### src/rtl/cram_loader.sv
// rtl/cram_loader.sv - byte-stream to serial LE configuration chain loader
module cram_loader #(
  parameter int NUM_LE      = 4,
  parameter int LE_CFG_BITS = 17,
  parameter int WORD_W      = 8,
  parameter int RST_CYCLES  = 2,
  localparam int TOTAL_BITS = NUM_LE * LE_CFG_BITS,
  localparam int CNT_W      = $clog2(TOTAL_BITS + 1)
) (
  input  logic              clk,
  input  logic              nrst,
  input  logic              start,
  input  logic              abort,
  input  logic [WORD_W-1:0] in_data,
  input  logic              in_valid,
  output logic              in_ready,
  output logic              config_en,
  output logic              config_data,
  output logic              fabric_nrst,
  output logic              busy,
  output logic              done,
  output logic              err,
  output logic [CNT_W-1:0]  bit_cnt
);

  localparam int WC_W = $clog2(WORD_W + 1);
  localparam int RC_W = (RST_CYCLES > 1) ? $clog2(RST_CYCLES) : 1;

  typedef enum logic [2:0] {
    S_IDLE,
    S_FETCH,
    S_SHIFT,
    S_SETTLE,
    S_DONE
  } state_t;

  state_t            state;
  logic [WORD_W-1:0] shreg;
  logic [WC_W-1:0]   wcnt;
  logic [RC_W-1:0]   rcnt;
  logic [CNT_W-1:0]  rem_bits;
  logic [WC_W-1:0]   word_bits;

  // The final word may be partial: only the bits still owed to the chain are shifted.
  always_comb begin
    rem_bits  = CNT_W'(TOTAL_BITS) - bit_cnt;
    word_bits = WC_W'(WORD_W);
    if (32'(rem_bits) < WORD_W) word_bits = WC_W'(rem_bits);
  end

  always_ff @(posedge clk or negedge nrst) begin
    if (!nrst) begin
      state       <= S_IDLE;
      shreg       <= '0;
      wcnt        <= '0;
      rcnt        <= '0;
      in_ready    <= 1'b0;
      config_en   <= 1'b0;
      config_data <= 1'b0;
      fabric_nrst <= 1'b0;
      busy        <= 1'b0;
      done        <= 1'b0;
      err         <= 1'b0;
      bit_cnt     <= '0;
    end else if (abort && (busy || start)) begin
      // fabric_nrst is left alone: a partially loaded fabric must stay in reset.
      state       <= S_IDLE;
      in_ready    <= 1'b0;
      config_en   <= 1'b0;
      config_data <= 1'b0;
      busy        <= 1'b0;
      done        <= 1'b0;
      err         <= 1'b1;
    end else begin
      case (state)
        S_IDLE, S_DONE: begin
          if (start) begin
            state       <= S_FETCH;
            busy        <= 1'b1;
            in_ready    <= 1'b1;
            done        <= 1'b0;
            err         <= 1'b0;
            bit_cnt     <= '0;
            fabric_nrst <= 1'b0;
          end
        end
        S_FETCH: begin
          if (in_valid) begin
            state       <= S_SHIFT;
            in_ready    <= 1'b0;
            config_en   <= 1'b1;
            config_data <= in_data[WORD_W-1];
            shreg       <= in_data << 1;
            wcnt        <= word_bits;
          end
        end
        S_SHIFT: begin
          bit_cnt <= bit_cnt + CNT_W'(1);
          wcnt    <= wcnt - WC_W'(1);
          if (wcnt == WC_W'(1)) begin
            config_en   <= 1'b0;
            config_data <= 1'b0;
            if (bit_cnt == CNT_W'(TOTAL_BITS - 1)) begin
              state <= S_SETTLE;
              rcnt  <= RC_W'(RST_CYCLES - 1);
            end else begin
              state    <= S_FETCH;
              in_ready <= 1'b1;
            end
          end else begin
            config_data <= shreg[WORD_W-1];
            shreg       <= {shreg[WORD_W-2:0], 1'b0};
          end
        end
        S_SETTLE: begin
          if (rcnt == '0) begin
            state       <= S_DONE;
            busy        <= 1'b0;
            done        <= 1'b1;
            fabric_nrst <= 1'b1;
          end else begin
            rcnt <= rcnt - RC_W'(1);
          end
        end
        default: state <= S_IDLE;
      endcase
    end
  end

endmodule

### config.mk
export PLATFORM = sky130hd
export DESIGN_NAME = cram_loader
export DESIGN_NICKNAME = d
export VERILOG_FILES = /design/src/rtl/cram_loader.sv
export SDC_FILE = /design/constraint.sdc
export NUM_CORES = 1
export LEC_CHECK = 0
export CELL_PAD_IN_SITES_DETAIL_PLACEMENT = 0
export CELL_PAD_IN_SITES_GLOBAL_PLACEMENT = 2
export CORE_ASPECT_RATIO = 0.5
export CORE_MARGIN = 2
export CORE_UTILIZATION = 35
export CTS_CLUSTER_DIAMETER = 150
export DETAILED_ROUTE_END_ITERATION = 6
export PLACE_DENSITY = 0.9
export RECOVER_POWER = 50
export REMOVE_ABC_BUFFERS = 1
export SYNTH_ARGS = -nofsm -noshare
export SYNTH_HDL_FRONTEND = slang
export SYNTH_SLANG_ARGS = --single-unit
### constraint.sdc
create_clock -name clk -period 5.13 [get_ports clk]
set_input_delay 0.513 -clock clk [delete_from_list [all_inputs] [get_ports clk]]
set_output_delay 0.513 -clock clk [all_outputs]
set_load 0.03 [all_outputs]
Word-level counts from Yosys, hierarchy flattened
Index checks and enable logic that the tools add are counted.

Input bits: 13. Bits in registers: 30. Word-level logic and storage cells: 101. Output and inout port bits: 14.

Magnitude comparators: 1. Bitwise operators: 1. Mux-type cells: 42. Reduce and logical (&&, ||, !) cells: 24. Equality and inequality tests: 17. Add/subtract/negate cells: 4.

Operators by type and width (number): $mux 1 (21); $mux 8 (2); $pmux 8 s2 (1); $reduce_and 4->1 (4); $mux 3 (5); $ne 3x3->1 const B (5); $pmux 7 s2 (1); $ne 2x2->1 const B (6); $pmux 3 s4 (1); $reduce_and 3->1 (4); $reduce_bool 2->1 (6); $pmux 1 s2 (5); $mux 4 (2); $pmux 4 s2 (1); $add 7x1->7 const B (1); $eq 7x7->1 const B (1); $lt 7x4->1 const B (1); $mux 7 (1); $sub 7x7->7 const A (1); $eq 3x2->1 const B (2); $reduce_bool 3->1 (2); $reduce_and 5->1 (1); $eq 4x1->1 const B (1); $reduce_and 2->1 (2); 12 further kinds (12).

Longest topological paths before layout
Depth after elaboration: 5. Depth in mapped cells: 6. Gate-level depth less buffers: 6.

Least setup slack after synthesis
OpenSTA, ideal clock, no wires.

Path kind: register to register. Start: register bit_cnt[0]. End: register wcnt[0]. Arrival: 1920 ps. Data required time: 5063 ps. Period minus slack after synthesis: 1987 ps. Slack: 3143 ps. Path buffers: 0. Cell stages (with the launch flop): 7. Library setup time: 67 ps. Cell sequence: dfrtp_1 -> inv_1 -> ha_1 -> nand2b_1 -> a211o_1 -> a2111oi_4 -> a221o_1.

Word-level cells in the longest chain between the ends: 5.

Ends and longest elaborated chain: start: declaration (RTL line 23) `output logic [CNT_W-1:0] bit_cnt`; start signal: assignment (RTL line 98) `bit_cnt <= bit_cnt + CNT_W'(1);`; $sub 7x7->7 (*) (RTL line 46) `rem_bits = CNT_W'(TOTAL_BITS) - bit_cnt;`; $lt 7x4->1 (RTL line 48) `if (32'(rem_bits) < WORD_W) word_bits = WC_W'(rem_bits);`; $mux 4 (*) (RTL line 48); $mux 4 (*) (RTL line 88) `if (in_valid) begin`; $pmux 4 s2 (*) (RTL line 75) `case (state)`; end signal: assignment (RTL line 94) `wcnt <= word_bits;`; end signal: assignment (RTL line 99) `wcnt <= wcnt - WC_W'(1);`; end: declaration (RTL line 39) `logic [WC_W-1:0] wcnt;`.

Mark *: on every way between the ends. The rest lies on a longest branch, timed or not. The select of a mux whose other input is x is not followed. A chain may end at the register's enable or synchronous reset.

Worst setup path after layout
Start: register state[1]. End: register wcnt[2].

Word-level cells in the longest chain between the ends: 3. Elaborated cells on any way between the ends: 6. Classes of those cells: eq/ne (3); mux (1); reduce/logical (2).

Ends and longest elaborated chain: start: declaration (RTL line 37) `state_t state;`; start signal: assignment (RTL line 53) `state <= S_IDLE;`; start signal: assignment (RTL line 67) `state <= S_IDLE;`; start signal: assignment (RTL line 78) `state <= S_FETCH;`; $eq 3x1->1 or $eq 3x2->1 (tied branches) (RTL line 75); $ne 2x2->1 (no source line) or $reduce_bool 2->1 (tied branches); $reduce_and 3->1 (no source line).

Several ways; a longest one is shown, not always the timed one.

==> flow_metrics.py <==
metrics = {
    "outcome": {
        "violations": "max-capacitance violations, max-slew violations",
        "outcome": "finished, violations left",
    },
    "final_layout": {
        "multi_input_area_um2": 891,
        "area_growth_pct": 24.4,
        "seq_area_um2": 726,
        "finalNetCount": 220,
        "final_cells": 269,
        "filler_cell_count": 426,
        "drive_gt1_share_pct": 12.8,
        "final_area_um2": 2110,
        "diodes": 0,
    },
    "critical_path": {
        "arrival_ns": 2.49,
        "startpoint_type": "flop",
        "cp-end-kind": "flop",
        "required_ns": 5.29,
        "crit_fanout": 15,
        "crit_type": "flop to flop",
    },
    "sta": {
        "fin_crit_ns": 2.33,
        "period_share_pct": 45.4,
        "worst_slew_pin_slew_ns": 1.56,
        "clock_skew_ns": 0.00304,
        "final_max_slew_viol_count": 30,
        "holdWs_ns": 0.466,
        "rsz0062_at_grt": "false",
        "timing.slew.headroom_pct": -3.95,
        "tns_ns": 0,
        "max_freq_ghz": 0.429,
        "setup_ws_ns": 2.80,
        "hold_viol": 0,
        "setup_viol": 0,
    },
    "pwr": {
        "vdd_drop_max_v": 0.000166,
        "p_leak_nw": 0.887,
        "p_per_area_nw_per_um2": 508,
    },
    "placement": {
        "io_buffer_count": 26,
        "dpl_cell_area_um2": 2010,
        "post-place-ws_ns": 2.83,
        "gp_congestion": 0.787,
        "post-dp-hpwl_mm": 2.70,
        "dpl.cell_count": 262,
    },
    "detailed_routing": {
        "wl_per_cell_um": 14.0,
        "vias": 1376,
        "firstDrtPassIters": 4,
        "drc_errors": 0,
        "drt_iter0_markers": 54,
        "final_antenna_net_count": 0,
        "finalWirelength_mm": 3.76,
        "vias_per_cell": 5.12,
    },
    "hold_path": {
        "hold_class": "flop to flop",
    },
    "yosys": {
        "ys_seq_elements": 29,
        "yosysTopAreaCell": "dfrtp_1",
        "synth.top_cell.area_share_pct": 42.8,
        "syn_avg_cell_area_um2": 9.58,
        "synth_area_leaders": "dfrtp_1 43%, nand2_1 6.0%, mux2_2 4.0%",
        "synth-async-reset-ratio_pct": 100,
        "yosys_most_used_dff": "dfrtp_1",
        "ys_seq_area_share_pct": 42.8,
        "yosys_warnings": 0,
        "netlist_area_um2": 1700,
        "yosysUniqueCellTypes": 47,
        "synth-edff-count": 0,
        "postSynthCellCount": 177,
    },
    "grt": {
        "gr-total-overflow": 0,
        "first_global_vias": 1267,
        "track_usage_pct": 15.4,
        "antenna_found_initial": 0,
        "grt_first_pass_wirelength_mm": 6.24,
        "grt_max_degree": 30,
    },
    "die": {
        "dieHeight_um": 53.2,
        "core_um2": 4530,
        "initial_core_util_pct": 37.4,
        "die_x_um": 102,
        "num_rows": 17,
        "pin_count": 27,
        "dieArea_um2": 5450,
    },
    "cts": {
        "path_clk_slew_ns": 0.06,
        "htreeDepth": 2,
        "cts_sinks": 29,
        "clk_latency_ns": 0.28,
        "clockBufferDepth": 2,
        "hold_buffers": 0,
        "cts-resized-gates": 0,
        "cts_tree": "built",
        "cts_buffers": 5,
        "post_cts_buffers": 0,
        "cts_root_buffer": "clkbuf_8",
    },
    "run": {
        "max_cap_violations": 1,
    },
}
-- where the power goes --
part | switching (W) | internal (W)
combinational | 0.000241 | 0.000204
sequential | 0.0000903 | 0.000309
clock | 0.0000867 | 0.000141
-- state kept, by name, summed over array words and instances (netlist names) --
| name | cells |
|---|---|
| wcnt | 4 |
| in_ready | 1 |
| shreg | 7 |
| rcnt | 1 |
| fabric_nrst | 1 |
| config_data | 1 |
| bit_cnt | 7 |
| state | 3 |
| done | 1 |
| busy | 1 |
| err | 1 |
| config_en | 1 |
-- through the flow --
stage,power (W),util [%]
3_5_place_dp,0.000854,44.4
6_report,0.00107,46.5
4_1_cts,0.00108,46.7
3_3_place_gp,0.000849,44.4
2_1_floorplan,0.000703,-
5_1_grt,0.00115,46.5
-- cells in the mapped netlist, drive strengths merged, types with 3 or more instances --
cell     n
a21oi   10
a221o    4
buf      7
dfrtp   29
ha       4
inv      9
mux2     7
nand2   27
nand2b   3
nand3    5
nor2    14
nor3     5
nor3b    3
o21ai   10
xnor2    5
-- kinds of logic (layout without fill, tap and decap cells) --
kind of cell | count (synthesis) | count (layout) | share of synthesized area [%]
AO/OA/AOI/OAI | 41 | 41 | 18.1
XOR/XNOR | 6 | 6 | 3.10
adder cells (fa/ha/maj) | 4 | 4 | 2.95
buffers and inverters | 18 | 44 | 4.50
flip-flops | 29 | 29 | 42.8
multiplexers | 7 | 7 | 4.87
AND/OR/NAND/NOR | 72 | 72 | 23.7
-- critical path, cell delays in order, from the launching register on --
cell	delay, ns
dfrtp_1	0.58
nor3b_2	0.80
o21ai_0	0.41
a221o_1	0.43
-- layout by cell type, fill, tap and decap left out, types with 2 or more instances in the layout --
cell type | synthesis | routed
dfrtp_1 | 29 | 29
nand2_1 | 27 | 27
clkdlybuf4s50_1 | 0 | 21
nor2_1 | 13 | 14
a21oi_1 | 10 | 10
inv_1 | 9 | 9
o21ai_0 | 6 | 6
mux2_2 | 6 | 6
nand3_1 | 5 | 5
xnor2_1 | 5 | 5
nor3_1 | 5 | 5
clkbuf_8 | 0 | 5
dlygate4sd3_1 | 0 | 5
a221o_1 | 4 | 4
ha_1 | 4 | 4
nand2b_1 | 3 | 3
nor3b_2 | 2 | 2
o21ai_1 | 2 | 2
nand3b_1 | 2 | 2
a21o_1 | 2 | 2
nand4_1 | 2 | 2
a31oi_1 | 2 | 2
and4bb_2 | 2 | 2
o21ai_2 | 2 | 2
a221oi_1 | 2 | 2
nor2b_1 | 2 | 2
-- area by class of cell --
| cell class | count | share of cell area (%) |
|---|---|---|
| sequential | 29 | 34.4 |
| multi-input combinational | 130 | 42.3 |
| timing repair buffer | 28 | 12.9 |
| tap | 66 | 3.92 |
| clock buffer | 5 | 3.26 |
| inverter | 9 | 1.60 |
| clock inverter | 2 | 1.66 |
-- metal layers --
metal	GRT usage [%]	up-vias	share of wire, %
met4	5.33	0	1.2
met5	0	-	0
met2	23.9	23	44
met1	21.0	660	51
met3	3.96	6	3.8
li1	-	687	-
-- path summary, 6_finish.rpt --
kind                                      start                   end  slack, ns  cells past startpoint
max reg2reg                state[1]$_DFFE_PN0P_   wcnt[2]$_DFFE_PN0P_       2.80                      3
max                        state[1]$_DFFE_PN0P_   wcnt[2]$_DFFE_PN0P_       2.80                      3
min                             err$_DFFE_PN0P_       err$_DFFE_PN0P_       0.47                      2
min in group asynchronous                  nrst  shreg[3]$_DFFE_PN0P_       1.15                      2
min reg2reg                     err$_DFFE_PN0P_       err$_DFFE_PN0P_       0.47                      2
max in group asynchronous                  nrst  state[1]$_DFFE_PN0P_       3.07                      2
Power figures use the tool's default switching activity.
